### src/rtl/atm_account_core.sv
// atm_account_core: PIN authentication and account operations
// over a 10-entry database of 16-bit balances and PINs.
//
// Ports:
//   clk, rst_n     clock, asynchronous active-low reset
//   req            one-cycle request strobe; other inputs sampled with it
//   operation      1=BALANCE 2=WITHDRAW 3=DEPOSIT 4=CHANGE_PIN 5=EXIT
//   acc_num        account index, 0..9 valid
//   pin, new_pin   entered PIN, replacement PIN for CHANGE_PIN
//   amount         unsigned amount for WITHDRAW/DEPOSIT
//   language       message language only, no functional effect
//   balance        registered balance result
//   current_state  registered state code
//   acc_found      combinational: acc_num in range
//   acc_auth       combinational: acc_found and PIN match
//   done, error    one-cycle result pulses, exactly one per req
module atm_account_core (
    input  logic        clk,
    input  logic        rst_n,
    input  logic        req,
    input  logic [2:0]  operation,
    input  logic [3:0]  acc_num,
    input  logic [15:0] pin,
    input  logic [15:0] new_pin,
    input  logic [15:0] amount,
    input  logic        language,
    output logic [15:0] balance,
    output logic [2:0]  current_state,
    output logic        acc_found,
    output logic        acc_auth,
    output logic        done,
    output logic        error
);

    localparam logic [2:0] OP_BAL  = 3'd1;
    localparam logic [2:0] OP_WD   = 3'd2;
    localparam logic [2:0] OP_DEP  = 3'd3;
    localparam logic [2:0] OP_CPIN = 3'd4;
    localparam logic [2:0] OP_EXIT = 3'd5;

    localparam logic [2:0] ST_WAIT = 3'd0;
    localparam logic [2:0] ST_BAL  = 3'd1;
    localparam logic [2:0] ST_WD   = 3'd2;
    localparam logic [2:0] ST_DEP  = 3'd3;
    localparam logic [2:0] ST_CPIN = 3'd4;
    localparam logic [2:0] ST_MENU = 3'd6;

    logic [15:0] bal_mem [0:9];
    logic [15:0] pin_mem [0:9];

    logic [3:0]  idx;
    logic [15:0] stored_bal;
    logic [15:0] stored_pin;
    logic [16:0] sum17;
    logic        wd_ok;
    logic        dep_ok;

    // Language only affects simulation messaging elsewhere.
    logic unused_language;
    assign unused_language = language;

    // Out-of-range accounts read entry 0; acc_auth is gated by
    // acc_found so that read never authenticates.
    assign acc_found  = (acc_num <= 4'd9);
    assign idx        = acc_found ? acc_num : 4'd0;
    assign stored_bal = bal_mem[idx];
    assign stored_pin = pin_mem[idx];
    assign acc_auth   = acc_found && (pin == stored_pin);

    // 17-bit sum so deposit overflow shows up in the carry.
    assign sum17  = {1'b0, stored_bal} + {1'b0, amount};
    assign wd_ok  = (amount <= stored_bal);
    assign dep_ok = (sum17[16] == 1'b0);

    always_ff @(posedge clk or negedge rst_n) begin
        if (!rst_n) begin
            for (int i = 0; i < 10; i++) begin
                bal_mem[i] <= 16'd500;
                pin_mem[i] <= 16'd1000 + 16'(i);
            end
            balance       <= 16'd0;
            current_state <= ST_WAIT;
            done          <= 1'b0;
            error         <= 1'b0;
        end else begin
            done  <= 1'b0;
            error <= 1'b0;
            if (req) begin
                if (!acc_auth) begin
                    error         <= 1'b1;
                    current_state <= ST_WAIT;
                    balance       <= 16'd0;
                end else begin
                    unique case (operation)
                        OP_BAL: begin
                            balance       <= stored_bal;
                            current_state <= ST_BAL;
                            done          <= 1'b1;
                        end
                        OP_WD: begin
                            current_state <= ST_WD;
                            if (wd_ok) begin
                                bal_mem[idx] <= stored_bal - amount;
                                balance      <= stored_bal - amount;
                                done         <= 1'b1;
                            end else begin
                                balance <= stored_bal;
                                error   <= 1'b1;
                            end
                        end
                        OP_DEP: begin
                            current_state <= ST_DEP;
                            if (dep_ok) begin
                                bal_mem[idx] <= sum17[15:0];
                                balance      <= sum17[15:0];
                                done         <= 1'b1;
                            end else begin
                                balance <= stored_bal;
                                error   <= 1'b1;
                            end
                        end
                        OP_CPIN: begin
                            pin_mem[idx]  <= new_pin;
                            balance       <= stored_bal;
                            current_state <= ST_CPIN;
                            done          <= 1'b1;
                        end
                        OP_EXIT: begin
                            balance       <= 16'd0;
                            current_state <= ST_WAIT;
                            done          <= 1'b1;
                        end
                        default: begin
                            balance       <= stored_bal;
                            current_state <= ST_MENU;
                            error         <= 1'b1;
                        end
                    endcase
                end
            end
        end
    end

endmodule

### config.mk
export PLATFORM = sky130hd
export DESIGN_NAME = atm_account_core
export DESIGN_NICKNAME = d
export VERILOG_FILES = /design/src/rtl/atm_account_core.sv
export SDC_FILE = /design/constraint.sdc
export NUM_CORES = 1
export LEC_CHECK = 0
export CAP_MARGIN = 10
export CORE_ASPECT_RATIO = 2
export CORE_MARGIN = 2
export CORE_UTILIZATION = 50
export CTS_CLUSTER_DIAMETER = 40
export DETAILED_ROUTE_END_ITERATION = 7
export PLACE_DENSITY = 0.7
export REMOVE_ABC_BUFFERS = 1
export SYNTH_ARGS = -nofsm -noshare
export SYNTH_HDL_FRONTEND = slang
export SYNTH_SLANG_ARGS = --single-unit
export TNS_END_PERCENT = 20
### constraint.sdc
create_clock -name clk -period 6.2 [get_ports clk]
set_clock_uncertainty 0.15 [all_clocks]
set_input_delay 1.55 -clock clk [delete_from_list [all_inputs] [get_ports clk]]
set_output_delay 1.55 -clock clk [all_outputs]
set_load 0.005 [all_outputs]
# --- Word level (Yosys, flattened, before mapping) ---
# Index checks and enable logic that the tools add are counted.
totals:
  ff_bits: 341
  in_bits: 59
  output_inout_bits: 23
  word_cells: 76
op_classes:
  n_addsub: 2
  magnitude_cmp: 4
  n_eq_ne: 8
  n_mux: 31
  n_bitwise: 1
  n_reduce_logical: 6
ops:
  columns: ["op", "n"]
  rows:
  - ["$bwmux W160", 3]
  - ["$mux W160", 2]
  - ["$pmux W160 S2", 1]
  - ["$bmux W16 S4", 2]
  - ["$mux W16", 8]
  - ["$demux W16 S4", 1]
  - ["$pmux W16 S3", 1]
  - ["$add A16 B16 Y17", 1]
  - ["$eq A16 B16 Y1", 1]
  - ["$le A16 B16 Y1", 1]
  - ["$sub A16 B16 Y16", 1]
  - ["$pmux W3 S5", 1]
  - ["$mux W1", 8]
  - ["$eq A3 B2 Y1 const B", 2]
  - ["$eq A3 B3 Y1 const B", 2]
  - ["$pmux W1 S3", 2]
  - ["$ge A5 B5 Y1 const B", 1]
  - ["$lt A5 B1 Y1 const B", 1]
  - ["$not A4 Y5", 1]
  - ["$reduce_and A5 Y1", 1]
  - ["$le A4 B4 Y1 const B", 1]
  - ["$mux W4", 1]
  - ["$ne A2 B2 Y1 const B", 2]
  - ["$eq A3 B1 Y1 const B", 1]
  - ["5 further kinds", 6]

# --- Logic depth before layout (Yosys ltp) ---
# Gate-level depths: netlist of run 1.
logic_depth:
  word_depth: 11
  mapped_depth: 27
  depth_no_buf: 16

# --- Worst setup path after synthesis of run 1 ---
# Ideal clock, no wire load.
synth_timing:
  kind: "in2reg"
  start: "in acc_num[0]"
  end: "reg bal_mem[134] in the netlist's numbering"
  arrival_ps: 6866
  required_ps: 5971
  slack_ps: -895
  stages: 25
  cell_sequence: "buf_4 buf_6 buf_6 buf_6 buf_6 buf_2 clkbuf_1 buf_1 clkbuf_1 a21oi_1 o22ai_1 o21ai_0 and3_1 ha_1 buf_2 nor2_1 o311ai_0 a21oi_1 a211o_1 a21oi_1 clkbuf_1 o211ai_1 nor4_4 buf_6 mux2i_1"
synth_via:
  elab_chain_len: 10
  word_cells_on_any_way: 27
  cone_classes: "add/sub (2); order compare (4); eq/ne (3); mux (14); bitwise (1); reduce/logical (3)"
synth_rtl:
  columns: ["item", "line", "text"]
  rows:
  - ["start: declaration", "22", "input logic [3:0] acc_num,"]
  - ["$le A4 B4 Y1", "64", "assign acc_found = (acc_num <= 4'd9);"]
  - ["$mux W4", "65", "assign idx = acc_found ? acc_num : 4'd0;"]
  - ["$not A4 Y5 (implied by the code)", null, null]
  - ["$bmux W16 S4, or another cell as far along", "66", "assign stored_bal = bal_mem[idx];"]
  - ["$mux W16 (implied by the code) or $logic_and A1 B1 Y1 (tied branches)", "66, 103, 114", null]
  - ["$mux W16, on equally long branches", "66, 103, 114", null]
  - ["$add A16 B16 Y17, or another cell as far along", "71", "assign sum17 = {1'b0, stored_bal} + {1'b0, amount};"]
  - ["$bwmux W160, on equally long branches", "114, 103", null]
  - ["$mux W160, on equally long branches", "113, 102", null]
  - ["$pmux W160 S2", "94", "unique case (operation)"]
  - ["end signal: indexed assignment", "103", "bal_mem[idx] <= stored_bal - amount;"]
  - ["end signal: indexed assignment", "114", "bal_mem[idx] <= sum17[15:0];"]
  - ["end: declaration", "48", "logic [15:0] bal_mem [0:9];"]
# Parallel ways exist; a longest one is shown, timed or not. The select of a mux whose other input is x is not followed.
# A chain may end at the register's enable or synchronous reset.

# --- Final worst setup path of run 1 ---
layout_timing:
  start: "in acc_num[1]"
  end: "out acc_auth"
layout_via:
  elab_chain_len: 8
layout_rtl:
  columns: ["item", "line", "text"]
  rows:
  - ["$le A4 B4 Y1", "64", null]
  - ["$mux W4", "65", null]
  - ["$not A4 Y5 (implied by the code)", "67", "assign stored_pin = pin_mem[idx];"]
  - ["$bmux W16 S4", "67", null]
  - ["$mux W16 (implied by the code) (2 in series)", "67", null]
  - ["$eq A16 B16 Y1", "68", "assign acc_auth = acc_found && (pin == stored_pin);"]
  - ["$logic_and A1 B1 Y1 *", "68", null]
  - ["end: declaration", "30", "output logic acc_auth,"]
# Every way passes the cells marked *; elsewhere a longest branch is shown, timed or not. The select of a mux whose other input is x is not followed.

==> results of run 1 <==
-- routing by layer --
layer / global-route usage, % / share of wire [%] / vias to the layer above
met3: 3.408 / 3.9 / 239
met4: 21.00 / 8.4 / 0
met5: 0 / 0 / -
met1: 28.82 / 34 / 7406
li1: - / - / 6756
met2: 54.23 / 54 / 504
-- worst max-delay path: stages --
cell and delay [ns]:
dlygate4sd2_1 0.32, buf_12 0.19, or2_4 0.26, buf_4 0.14, buf_4 0.17, o32ai_1 0.27, nor3_1 0.12, a21o_1 0.20
a211oi_2 0.28, nand4_2 0.17, or3_4 0.44, buf_4 0.16, inv_1 0.05, dlygate4sd2_1 0.22
-- power by group --
group	total, mW	leakage (nW)	internal (mW)	switching [mW]
clock network	2.11	0.559	1.21	0.898
registers	2.23	3.87	2.23	0.000107
logic	0.885	6.76	0.360	0.525
-- flip-flops by register name (all words and copies together) (netlist names) --
name,flops
current_state,3
pin_mem,160
balance,16
error,1
bal_mem,160
done,1
-- through the flow --
step                TNS [ns]  utilization, %  worst slack [ns]  hold WS [ns]
floorplan            -330.64               -            -1.884        0.2943
global placement      -84.01           58.65           -0.6833        0.3022
detailed placement    -99.74           58.65           -0.7217        0.3053
CTS                        0           62.31          0.004635        0.3148
global route          -2.295           62.47           -0.1144        0.3183
finish              -0.04366           62.47          -0.04366        0.3133
-- cell type report --
type,instances,area [um2],share of cell area [%]
antenna,1,2.502,0.01057
multi-input combinational,1077,9323,39.36
inverter,192,720.7,3.043
timing repair buffer,343,3223,13.61
tap,463,579.3,2.446
clock inverter,12,146.4,0.6181
clock buffer,49,988.4,4.174
sequential,341,8700,36.73
-- placed cells by master, fill, tap and decap left out, drive strengths merged, types with 14 or more instances in the layout --
| master | netlist | routed |
|---|---|---|
| a21oi | 56 | 56 |
| a221oi | 19 | 19 |
| a22o | 16 | 16 |
| buf | 61 | 263 |
| clkbuf | 52 | 49 |
| clkdlybuf4s50 | 0 | 74 |
| dfrtp | 208 | 208 |
| dfstp | 133 | 133 |
| ha | 34 | 34 |
| inv | 192 | 196 |
| mux2 | 211 | 211 |
| mux2i | 159 | 159 |
| nand2 | 57 | 57 |
| nand3 | 16 | 16 |
| nor2 | 75 | 75 |
| nor3 | 15 | 15 |
| nor4 | 25 | 25 |
| o211ai | 29 | 29 |
| o21ai | 46 | 46 |
| o221ai | 41 | 41 |
| o22ai | 27 | 27 |
| o31ai | 22 | 22 |
| o32ai | 17 | 17 |
| xnor2 | 21 | 21 |
| xor2 | 14 | 14 |
-- kinds of logic (layout without fill, tap and decap cells) --
group / Yosys count / in the layout / synth area share (%)
other: 0 / 1 / 0
DFF: 341 / 341 / 45.37
AOI/OAI and AO/OA: 361 / 361 / 13.58
xor gates and xnor gates: 35 / 35 / 1.599
buffers and inverters: 305 / 596 / 7.198
and+or+nand+nor: 273 / 273 / 8.895
adders and majority gates: 36 / 36 / 2.428
muxes: 372 / 372 / 20.93
-- final timing paths --
kind	cells past startpoint	from	endpoint	slack (ns)
max	14	acc_num[1]	acc_auth	-0.04
min	2	bal_mem[38]	bal_mem[38]	0.31
max reg2reg	21	bal_mem[112]	bal_mem[18]	1.82
min reg2reg	2	bal_mem[38]	bal_mem[38]	0.31
max in group asynchronous	2	rst_n	pin_mem[12]	3.77
min in group asynchronous	1	rst_n	bal_mem[124]	0.91
-- repair_timing --
item,CTS,global route
hold endpoints to repair,0,0
setup buffers,3,0
resized for setup,41,15
cloned,2,0
pin swaps,9,2
endpoints found under the setup margin,169,171
==> flow_summary_export.csv, run 1 <==
group,metric,value,unit
layout,stdcell_count,2478,
critical_path,crit_type,"in -> out",
die,num_rows,101,
synthesis,synth_cell_types,81,
synthesis,ys_top_cells_by_area,"dfrtp_1 27%, dfstp_2 18%, mux2i_1 8.3%",
critical_path,crit_path_start_kind,"input pin",
die,ios,82,
placement,dp_hpwl,41.75,mm
clock_tree,path_clk_slew,0.06,ns
drt,vias_per_cell,6.015,
synthesis,synth_top_area_share,27.15,%
placement,place_inst,2411,
sta,drv_slew,0,
outcome,failed_checks,"setup timing",
sta,min_period,6.244,ns
clock_tree,max-clock-path-buffers,3,
sta,worst_slack,-0.04366,ns
global_routing,grt_start_max_net_pins,145,
power_and_ir_drop,ir_drop,245.9,uV
global_routing,grt_antenna_before_repair,1,
layout,area_delta_synth_final,23.52,%
clock_tree,root_buffer,"clkbuf_16",
flow_run,maxCapViolCount,0,
drt,routed_wl,57.22,mm
drt,first_pass_iters,6,
clock_tree,cts-hold-fix-buffers,0,
synthesis,yosysSeqAreaShare,45.37,%
sta,worst_pin_slew,1.051,ns
global_routing,overflow,0,
critical_path,required,4.50,ns
global_routing,grt_util_all_layers,28.95,%
sta,setup-violations-final,1,
synthesis,synth.most_common_cell,"dfrtp_1",
synthesis,ys_ff_latch,341,
clock_tree,clk_latency,0.54,ns
drt,wire_per_inst,23.09,um
critical_path,crit_fanout,10,
synthesis,ys_async_sr_fraction,100.0,%
synthesis,synthFlopType,"dfrtp_1",
power_and_ir_drop,design_power_total,5.224,mW
global_routing,grt_pass1_wl,88.82,mm
die,dieWidth,142.5,um
critical_path,arrival,4.54,ns
clock_tree,numCtsBuffers,35,
clock_tree,cts.sink_count,341,
die,dieArea,40020,um2
die,fp.dieH,280.9,um
power_and_ir_drop,leakage,11.19,nW
synthesis,ys_top_cells_by_count,"208 x dfrtp_1, 192 x inv_1, 159 x mux2i_1",
placement,gp_congestion,0.9732,
sta,hold_viol,0,
drt,drc,0,
hold_path,hp-class,"reg -> reg",
layout,final_nets,2085,
critical_path,end_kind,"output pin",
synthesis,synth_area_leader_cell,"dfrtp_1",
placement,portBuffers,80,
drt,drt_iter0_drc,694,
synthesis,synth_area,19170,um2
layout,drive_gt1_share,31.48,%
drt,vias,14910,
placement,place_area,22230,um2
die,core,37910,um2
layout,nFillCells,3019,
sta,clock.fmax,0.1602,GHz
layout,fin_area,23680,um2
power_and_ir_drop,power.density,220.6,nW/um2
clock_tree,htreeDepth,2,
global_routing,grt_pass1_vias,16140,
synthesis,synthCells,1723,
sta,rsz0062_at_grt,"yes",
outcome,status,"complete, but fails checks",
clock_tree,cts_tree,"done",
synthesis,syn_avg_cell_area,11.13,um2
synthesis,synth_edf_count,0,
synthesis,yosys_warnings,0,
sta,finalCritPeriodShare,100.7,%
die,start_util,50.57,%
sta,maxSlewHeadroom,29.73,%
drt,ant_nets,0,
No activity file was read; power rests on OpenSTA's default activity.
==> inputs of run 2 (changes only) <==
--- a/config.mk
+++ b/config.mk
@@ -11,6 +11,7 @@
 export CORE_UTILIZATION = 50
 export CTS_CLUSTER_DIAMETER = 40
 export DETAILED_ROUTE_END_ITERATION = 7
+export HOLD_SLACK_MARGIN = 0.02
 export PLACE_DENSITY = 0.7
 export REMOVE_ABC_BUFFERS = 1
 export SYNTH_ARGS = -nofsm -noshare
==> results of run 2 <==
Same layout as run 1: the final DEF is identical, and so are final timing and power.
